File: config.mk
export PLATFORM = sky130hd
export DESIGN_NAME = mcmult_issuer_flat
export DESIGN_NICKNAME = d
export VERILOG_FILES = /design/src/rtl/mcmult_issuer_if.sv /design/src/rtl/mcmult_issuer.sv /design/src/flat_wrapper.sv
export SDC_FILE = /design/constraint.sdc
export NUM_CORES = 1
export LEC_CHECK = 0
export BUFFER_PORTS_ARGS = -buffer_cell sky130_fd_sc_hd__buf_2
export CORE_MARGIN = 2
export CORE_UTILIZATION = 55
export CTS_BUF_LIST = sky130_fd_sc_hd__clkbuf_8
export DETAILED_ROUTE_END_ITERATION = 10
export PLACE_DENSITY = 0.78
export SLEW_MARGIN = 20
export SYNTH_ARGS = -nofsm -noshare
export SYNTH_HDL_FRONTEND = slang
export SYNTH_SLANG_ARGS = --single-unit
File: constraint.sdc
create_clock -name clk -period 7 [get_ports clk]
set_clock_uncertainty 0.1 [all_clocks]
set_input_delay 0.7 -clock clk [delete_from_list [all_inputs] [get_ports clk]]
set_output_delay 0.7 -clock clk [all_outputs]
set_load 0.01 [all_outputs]
File: src/rtl/mcmult_issuer_if.sv
// Operand, multiplier and result signals of the multicycle-multiplier issuer.
// master = the issuer itself; slave = its environment (producer, multiplier, consumer).
interface mcmult_issuer_if #(
    parameter int N = 8,
    parameter int M = 8
);
    logic             in_valid;
    logic             in_ready;
    logic             in_sign;
    logic [N-1:0]     in_a;
    logic [M-1:0]     in_b;
    logic             mul_start;
    logic             mul_sign;
    logic [N-1:0]     mul_aa;
    logic [M-1:0]     mul_bb;
    logic [N+M-1:0]   mul_out;
    logic             res_valid;
    logic             res_ready;
    logic [N+M-1:0]   res_data;
    logic             res_sign;
    logic             busy;

    modport master (
        input  in_valid, in_sign, in_a, in_b, mul_out, res_ready,
        output in_ready, mul_start, mul_sign, mul_aa, mul_bb,
               res_valid, res_data, res_sign, busy
    );

    modport slave (
        output in_valid, in_sign, in_a, in_b, mul_out, res_ready,
        input  in_ready, mul_start, mul_sign, mul_aa, mul_bb,
               res_valid, res_data, res_sign, busy
    );
endinterface

File: src/rtl/mcmult_issuer.sv
// Issues operand pairs to a multicycle multiplier at most once every II cycles,
// tracks products through a LAT-deep valid pipe and queues them in a credited FIFO.
module mcmult_issuer #(
    parameter int N     = 8,
    parameter int M     = 8,
    parameter int II    = 4,
    parameter int LAT   = 4,
    parameter int DEPTH = 4
) (
    input logic            clk,
    input logic            rst,
    mcmult_issuer_if.master bus
);
    localparam int AW = $clog2(DEPTH);
    localparam int CW = $clog2(DEPTH + 1);
    localparam int IW = $clog2(II);
    localparam int W  = N + M;

    logic [IW-1:0]  ivl_cnt;
    logic [LAT:0]   vld_pipe;   // [0] is mul_start; [i] is the start issued i cycles ago
    logic [LAT:0]   sgn_pipe;
    logic           sign_q;
    logic [N-1:0]   aa_q;
    logic [M-1:0]   bb_q;
    logic [CW-1:0]  credit;
    logic [AW:0]    wptr, rptr;
    logic [W:0]     mem [DEPTH];

    logic in_rdy, hs, empty, rvalid, pop, cap;

    // A handshake in the previous cycle is exactly vld_pipe[0], so one term covers both.
    assign in_rdy = (ivl_cnt == '0) && !vld_pipe[0] && (credit < CW'(DEPTH)) && !rst;
    assign hs     = bus.in_valid && in_rdy;
    assign empty  = (wptr == rptr);
    assign rvalid = !empty && !rst;
    assign pop    = rvalid && bus.res_ready;
    assign cap    = vld_pipe[LAT];

    always_ff @(posedge clk) begin
        if (rst) begin
            ivl_cnt  <= '0;
            vld_pipe <= '0;
            sgn_pipe <= '0;
            sign_q   <= 1'b0;
            aa_q     <= '0;
            bb_q     <= '0;
            credit   <= '0;
            wptr     <= '0;
            rptr     <= '0;
        end else begin
            vld_pipe <= {vld_pipe[LAT-1:0], hs};
            sgn_pipe <= {sgn_pipe[LAT-1:0], bus.in_sign};
            if (hs) begin
                aa_q    <= bus.in_a;
                bb_q    <= bus.in_b;
                sign_q  <= bus.in_sign;
                ivl_cnt <= IW'(II - 1);
            end else if (ivl_cnt != '0) begin
                ivl_cnt <= ivl_cnt - IW'(1);
            end
            case ({hs, pop})
                2'b10:   credit <= credit + CW'(1);
                2'b01:   credit <= credit - CW'(1);
                default: credit <= credit;
            endcase
            if (cap) wptr <= wptr + (AW+1)'(1);
            if (pop) rptr <= rptr + (AW+1)'(1);
        end
    end

    // Credits bound in-flight + queued to DEPTH, so a capture always finds a free slot.
    always_ff @(posedge clk) begin
        if (!rst && cap) mem[wptr[AW-1:0]] <= {sgn_pipe[LAT], bus.mul_out};
    end

    assign bus.in_ready  = in_rdy;
    assign bus.mul_start = vld_pipe[0] && !rst;
    assign bus.mul_sign  = sign_q && !rst;
    assign bus.mul_aa    = rst ? '0 : aa_q;
    assign bus.mul_bb    = rst ? '0 : bb_q;
    assign bus.res_valid = rvalid;
    assign {bus.res_sign, bus.res_data} = rvalid ? mem[rptr[AW-1:0]] : '0;
    assign bus.busy      = !rst && ((credit != '0) || vld_pipe[0]);
endmodule

File: src/flat_wrapper.sv
// flat-port wrapper written by rule: the top's interface ports become plain ports
module mcmult_issuer_flat 
#(
    parameter int N     = 8,
    parameter int M     = 8,
    parameter int II    = 4,
    parameter int LAT   = 4,
    parameter int DEPTH = 4
)
  (clk, rst, bus_in_valid, bus_in_sign, bus_in_a, bus_in_b, bus_mul_out, bus_res_ready, bus_in_ready, bus_mul_start, bus_mul_sign, bus_mul_aa, bus_mul_bb, bus_res_valid, bus_res_data, bus_res_sign, bus_busy);
  mcmult_issuer_if #(.N(N), .M(M)) bus_i ();
  input logic clk;
  input logic rst;
  input wire logic [$bits(bus_i.in_valid)-1:0] bus_in_valid;
  input wire logic [$bits(bus_i.in_sign)-1:0] bus_in_sign;
  input wire logic [$bits(bus_i.in_a)-1:0] bus_in_a;
  input wire logic [$bits(bus_i.in_b)-1:0] bus_in_b;
  input wire logic [$bits(bus_i.mul_out)-1:0] bus_mul_out;
  input wire logic [$bits(bus_i.res_ready)-1:0] bus_res_ready;
  output wire logic [$bits(bus_i.in_ready)-1:0] bus_in_ready;
  output wire logic [$bits(bus_i.mul_start)-1:0] bus_mul_start;
  output wire logic [$bits(bus_i.mul_sign)-1:0] bus_mul_sign;
  output wire logic [$bits(bus_i.mul_aa)-1:0] bus_mul_aa;
  output wire logic [$bits(bus_i.mul_bb)-1:0] bus_mul_bb;
  output wire logic [$bits(bus_i.res_valid)-1:0] bus_res_valid;
  output wire logic [$bits(bus_i.res_data)-1:0] bus_res_data;
  output wire logic [$bits(bus_i.res_sign)-1:0] bus_res_sign;
  output wire logic [$bits(bus_i.busy)-1:0] bus_busy;
  assign bus_i.in_valid = bus_in_valid;
  assign bus_i.in_sign = bus_in_sign;
  assign bus_i.in_a = bus_in_a;
  assign bus_i.in_b = bus_in_b;
  assign bus_i.mul_out = bus_mul_out;
  assign bus_i.res_ready = bus_res_ready;
  assign bus_in_ready = bus_i.in_ready;
  assign bus_mul_start = bus_i.mul_start;
  assign bus_mul_sign = bus_i.mul_sign;
  assign bus_mul_aa = bus_i.mul_aa;
  assign bus_mul_bb = bus_i.mul_bb;
  assign bus_res_valid = bus_i.res_valid;
  assign bus_res_data = bus_i.res_data;
  assign bus_res_sign = bus_i.res_sign;
  assign bus_busy = bus_i.busy;
  mcmult_issuer #(.N(N), .M(M), .II(II), .LAT(LAT), .DEPTH(DEPTH)) u_core (.clk(clk), .rst(rst), .bus(bus_i));
endmodule
---- After elaboration in Yosys (flattened, before gate mapping) ----
Memory sizes are Yosys's and may differ from the RTL's. A register that Yosys moved wholly into a read port is not among the register bits.
Index checks and enable logic that the tools add are counted.
storage, ports and cells
  memories ................................ 1
  input port bits ......................... 37
  logic and storage cells ................. 48
  output and inout port bits .............. 38
  memory bits (read-only) ................. 0
  bits in registers ....................... 38
  bits in writable memories ............... 68
  bits in latches ......................... 0
cells by class
  shift-type cells ........................ 0
  $lt $le $gt $ge ......................... 1
  add/subtract/negate cells ............... 5
  divide/modulo/power cells ............... 0
  reduce and logical (&&, ||, !) cells .... 19
  $mul .................................... 0
  multiplexer cells ....................... 10
  equal/unequal tests ..................... 3
  bitwise logic cells ..................... 0
memories
  name        depth  bits a word  read ports  clocked after Yosys merged registers in  write ports  RTL line             RTL
  u_core.mem  4      17           1           1                                        1            mcmult_issuer.sv:27  logic [W:0] mem [DEPTH];
operators by type and width
  operator                                            count
  2-to-1 mux 17 bit                                   1
  2-to-1 mux 8 bit                                    2
  logical AND 1 bit                                   10
  adder 3 x 1 -> 3 bit (second input constant)        3
  2-to-1 mux 2 bit                                    4
  one-hot mux 3 bit (2 select lines)                  1
  nonzero test 2 bit                                  3
  == test 3 bit                                       1
  zero test 1 bit                                     3
  less-than comparator 3 bit (second input constant)  1
  nonzero test 3 bit                                  1
  subtractor 3 x 1 -> 3 bit (second input constant)   1
  == test 2 x 1 -> 1 bit (second input constant)      1
  == test 2 bit (second input constant)               1
  zero test 2 bit                                     1
  2-to-1 mux 1 bit                                    2
  subtractor 2 x 1 -> 2 bit (second input constant)   1
  logical OR 1 bit                                    1

---- Logic depth before layout (Yosys ltp) ----
  depth in word-level cells ............... 7
  depth in mapped cells ................... 12
  mapped depth without buffers ............ 11

---- Worst setup path before layout ----
OpenSTA, ideal clock, no wires.
  path type ............................... input port to flip-flop
  start point ............................. in rst
  end point ............................... reg u_core.credit[2]
  arrival ................................. 2.448 ns
  path buffers ............................ 1
  slack ................................... 4.381 ns
  stages .................................. 10
  cells stage by stage .................... or4b_4 buf_6 clkinv_4 nand2_1 ha_1 inv_1 fa_1 xor2_1 or3_1 a21oi_1
between the ends
  cells in the longest elaborated chain, start to end .. 5
RTL lines
  item                                                                      RTL line                                  RTL
  start, declared                                                           flat_wrapper.sv:13                        input logic rst;
  zero test 1 bit                                                           mcmult_issuer.sv:32, mcmult_issuer.sv:35
  logical AND 1 bit (on tied branches)                                      mcmult_issuer.sv:35, mcmult_issuer.sv:32
  logical AND 1 bit (on tied branches)                                      mcmult_issuer.sv:36, mcmult_issuer.sv:33
  == test 2 x 1 -> 1 bit or == test 2 bit (tied branches)                   mcmult_issuer.sv:61                       case ({hs, pop})
  one-hot mux 3 bit (2 select lines) or nonzero test 2 bit (tied branches)  -
  end signal, assigned                                                      mcmult_issuer.sv:62                       2'b10: credit <= credit + CW'(1);
  end signal, assigned                                                      mcmult_issuer.sv:63                       2'b01: credit <= credit - CW'(1);
  end signal, assigned                                                      mcmult_issuer.sv:64                       default: credit <= credit;
  end, declared                                                             mcmult_issuer.sv:25                       logic [CW-1:0] credit;
Several ways; a longest one is shown, not always the timed one.
A chain may end at the register's enable or synchronous reset.

---- Worst setup path in the final report ----
Ends and elaborated chain as after synthesis.

==> results.json <==
{
  "drcViolationCount": 0,
  "start_util_pct": 56.7,
  "synth-seq-cells": 108,
  "clockBufferDepth": 2,
  "rr_endpoint": "u_core.credit[2]",
  "final_nets": 427,
  "ioPinCount": 75,
  "grt_antenna_before_repair": 0,
  "worstMarginPinSlew_ns": 0.883,
  "synth_top_family_by_area": "simple AND/OR/NAND/NOR gates",
  "critPathLaunchType": "primary input",
  "final_common_cell": "buf_2",
  "holdWs_ns": 0.347,
  "detail_route.vias_per_cell": 5.34,
  "wl_per_cell_um": 14.8,
  "yosys.area_share.simple_pct": 12.2,
  "internal_power_uw": 982,
  "muxShareOfSynthArea_pct": 9.23,
  "clk_latency_ns": 0.35,
  "synth_xor_area_share_pct": 1.60,
  "ant_nets": 0,
  "max_clock_freq_ghz": 0.331,
  "die_w_um": 93.2,
  "critPathTopFamily": "simple AND/OR/NAND/NOR gates",
  "post_cts_buffers": 0,
  "status": "completed",
  "drive_gt1_share_pct": 28.4,
  "setup_viol_count_final": 0,
  "hold_viol_final": 0,
  "rrSetupSlack_ns": 4.28,
  "min_from": "u_core.vld_pipe[1]",
  "gp_congestion": 0.716,
  "peakVddDrop_mv": 0.121,
  "synthAdderAreaFrac_pct": 2.46,
  "worstRegToRegCells": 11,
  "drtIter0Drc": 90,
  "multi_input_area_mm2": 0.00140,
  "n_antenna_cell": 0,
  "syn_nets": 358,
  "grt_pass1_wl_um": 11700,
  "maxSlewHeadroom_pct": 41.1,
  "totalPowerFinal_mw": 1.29,
  "hold_end": "u_core.vld_pipe[2]",
  "cellLeakagePower_nw": 1.87,
  "rsz0062_at_grt": "no",
  "grt_max_degree": 62,
  "nFillCells": 575,
  "area_growth_pct": 14.5,
  "synthFlopType": "edfxtp_1",
  "cts_resized": 0,
  "holdBufCountCts": 0,
  "fin_tns_setup_ns": 0,
  "syn_area_mm2": 0.00438,
  "crit_slowest_cell": "buf_4",
  "path_clk_slew_ns": 0.09,
  "rows": 32,
  "final_max_slew_viol_count": 0,
  "critPathBufInv": 4,
  "regArea_mm2": 0.00284,
  "r2r_start": "u_core.ivl_cnt[0]",
  "clock-sinks": 108,
  "end_kind": "register",
  "worstPathArrival_ns": 3.19,
  "ys_seq_area_share_pct": 64.9,
  "final_area_mm2": 0.00501,
  "io_buffers": 74,
  "placed_area_mm2": 0.00480,
  "die_y_um": 93.2,
  "async_flop_share_pct": 0,
  "final_cell_mix": "74 x buf_2, 68 x edfxtp_1, 46 x nor2b_1",
  "crit_chain": "buf_2, buf_4, or4b_4, clkinv_4, nand2_1, ha_1, inv_1, fa_1, xor2_1, or3_1, a21oi_1",
  "slowest_delay_ns": 0.46,
  "core_area_mm2": 0.00773,
  "dr.pass1.iters": 4,
  "route.vias.total": 2613,
  "grt_pass1_vias": 2421,
  "dieArea_mm2": 0.00869,
  "hpwlAfterDp_um": 4600,
  "grt_overflow": 0,
  "root_buffer": "clkbuf_8",
  "netlist_instances": 313,
  "ys_types": 39,
  "critPathMaxFanout": 61,
  "hold_class": "register to register",
  "power_density_mw_per_mm2": 258,
  "whs_path_depth": 1,
  "synth_warnings": 0,
  "final_util_pct": 64.9,
  "synth_edf_count": 68,
  "clkPwrFrac_pct": 30.4,
  "cts_buffers": 9,
  "min_period_ns": 3.02,
  "syn_avg_cell_area_um2": 14.0,
  "routed_wl_um": 7210,
  "cts_tree": "done",
  "fin_crit_sh_pct": 43.1,
  "worstSetupPathType": "primary input to register",
  "required_ns": 7.18,
  "synth_compound_area_share_pct": 6.40,
  "p_switching_uw": 312,
  "drv_cap": 0,
  "pwr-share-comb_pct": 14.4,
  "htreeDepth": 3,
  "grtUsageTotal_pct": 17.5,
  "p_seq_share_pct": 55.2,
  "p_sw_share_pct": 24.1
}
[power by group through the flow]
stage          registers [mW]  clock network (mW)  logic (mW)
6_report                0.714               0.394       0.186
3_5_place_dp            0.728                   0       0.189
3_3_place_gp            0.727                   0       0.183
5_1_grt                 0.717               0.423       0.208
4_1_cts                 0.714               0.402       0.189
2_1_floorplan           0.724                   0       0.148
[cell families (layout without fill, tap and decap cells)]
logic type      count (synthesis)  after routing
buf+inv                        30            104
mux                            19             19
xor+xnor                        8              8
fa+ha+maj                       8              8
flops                         108            108
compound gates                 49             49
simple gates                   91             91
[layout make-up]
class | instances | area share, %
clock inverter | 7 | 1.75
clock buffer | 9 | 2.47
inverter | 12 | 0.998
sequential | 108 | 56.7
timing repair buffer | 76 | 7.68
multi-input combinational | 175 | 27.9
tap | 102 | 2.54
[sequential cells by signal, summed over array words and instances, names as in the netlist, named ones only]
signal / cells
u_core.aa_q: 8
u_core.bb_q: 8
u_core.credit: 3
u_core.ivl_cnt: 2
u_core.mem: 68
u_core.rptr: 3
u_core.sgn_pipe: 5
u_core.sign_q: 1
u_core.vld_pipe: 5
u_core.wptr: 3
[Yosys cell counts, types with 2 or more instances]
library cell	n	area, um^2
xor2_1	7	61.3
inv_1	11	41.3
nand3_1	17	85.1
and2_1	4	25.0
buf_6	2	22.5
nor2b_1	46	288
clkbuf_1	10	37.5
ha_1	7	87.6
edfxtp_1	68	2040
nand2b_1	2	12.5
dfxtp_1	40	801
or4_1	2	15.0
mux4_2	17	383
nand2_1	5	18.8
o21ai_0	20	100
or3_1	2	12.5
buf_2	2	10.0
o2111ai_1	2	17.5
a21oi_1	22	110
nor2_1	7	26.3
buf_1	2	7.51
[routing by layer]
metal	part of all wire, %	up-vias	routed length [um]	GRT usage, %
li1	-	1276	-	-
met3	4.3	9	312	3.46
met5	0	-	0	0
met2	49	73	3510	27.8
met1	46	1255	3290	24.4
met4	1.4	0	100	6.25
[worst max path at each step]
stage / startpoint / endpoint / slack [ns] / cells past startpoint
floorplan: rst / u_core.credit[2] / 4.38 / 10
detailed placement: rst / u_core.credit[2] / 3.63 / 11
global placement: rst / u_core.credit[2] / 3.72 / 11
finish: rst / u_core.credit[2] / 3.98 / 11
global route: rst / u_core.credit[2] / 3.80 / 11
CTS: rst / u_core.credit[2] / 4.01 / 11
[through the flow]
stage | instances | worst slack (ns)
final | 489 | 3.98
after detailed placement | 473 | 3.63
after global placement | 473 | 3.72
after CTS | 489 | 4.01
after global routing | 489 | 3.80
after floorplan | 313 | 4.38
(Power assumes the default switching activity.)
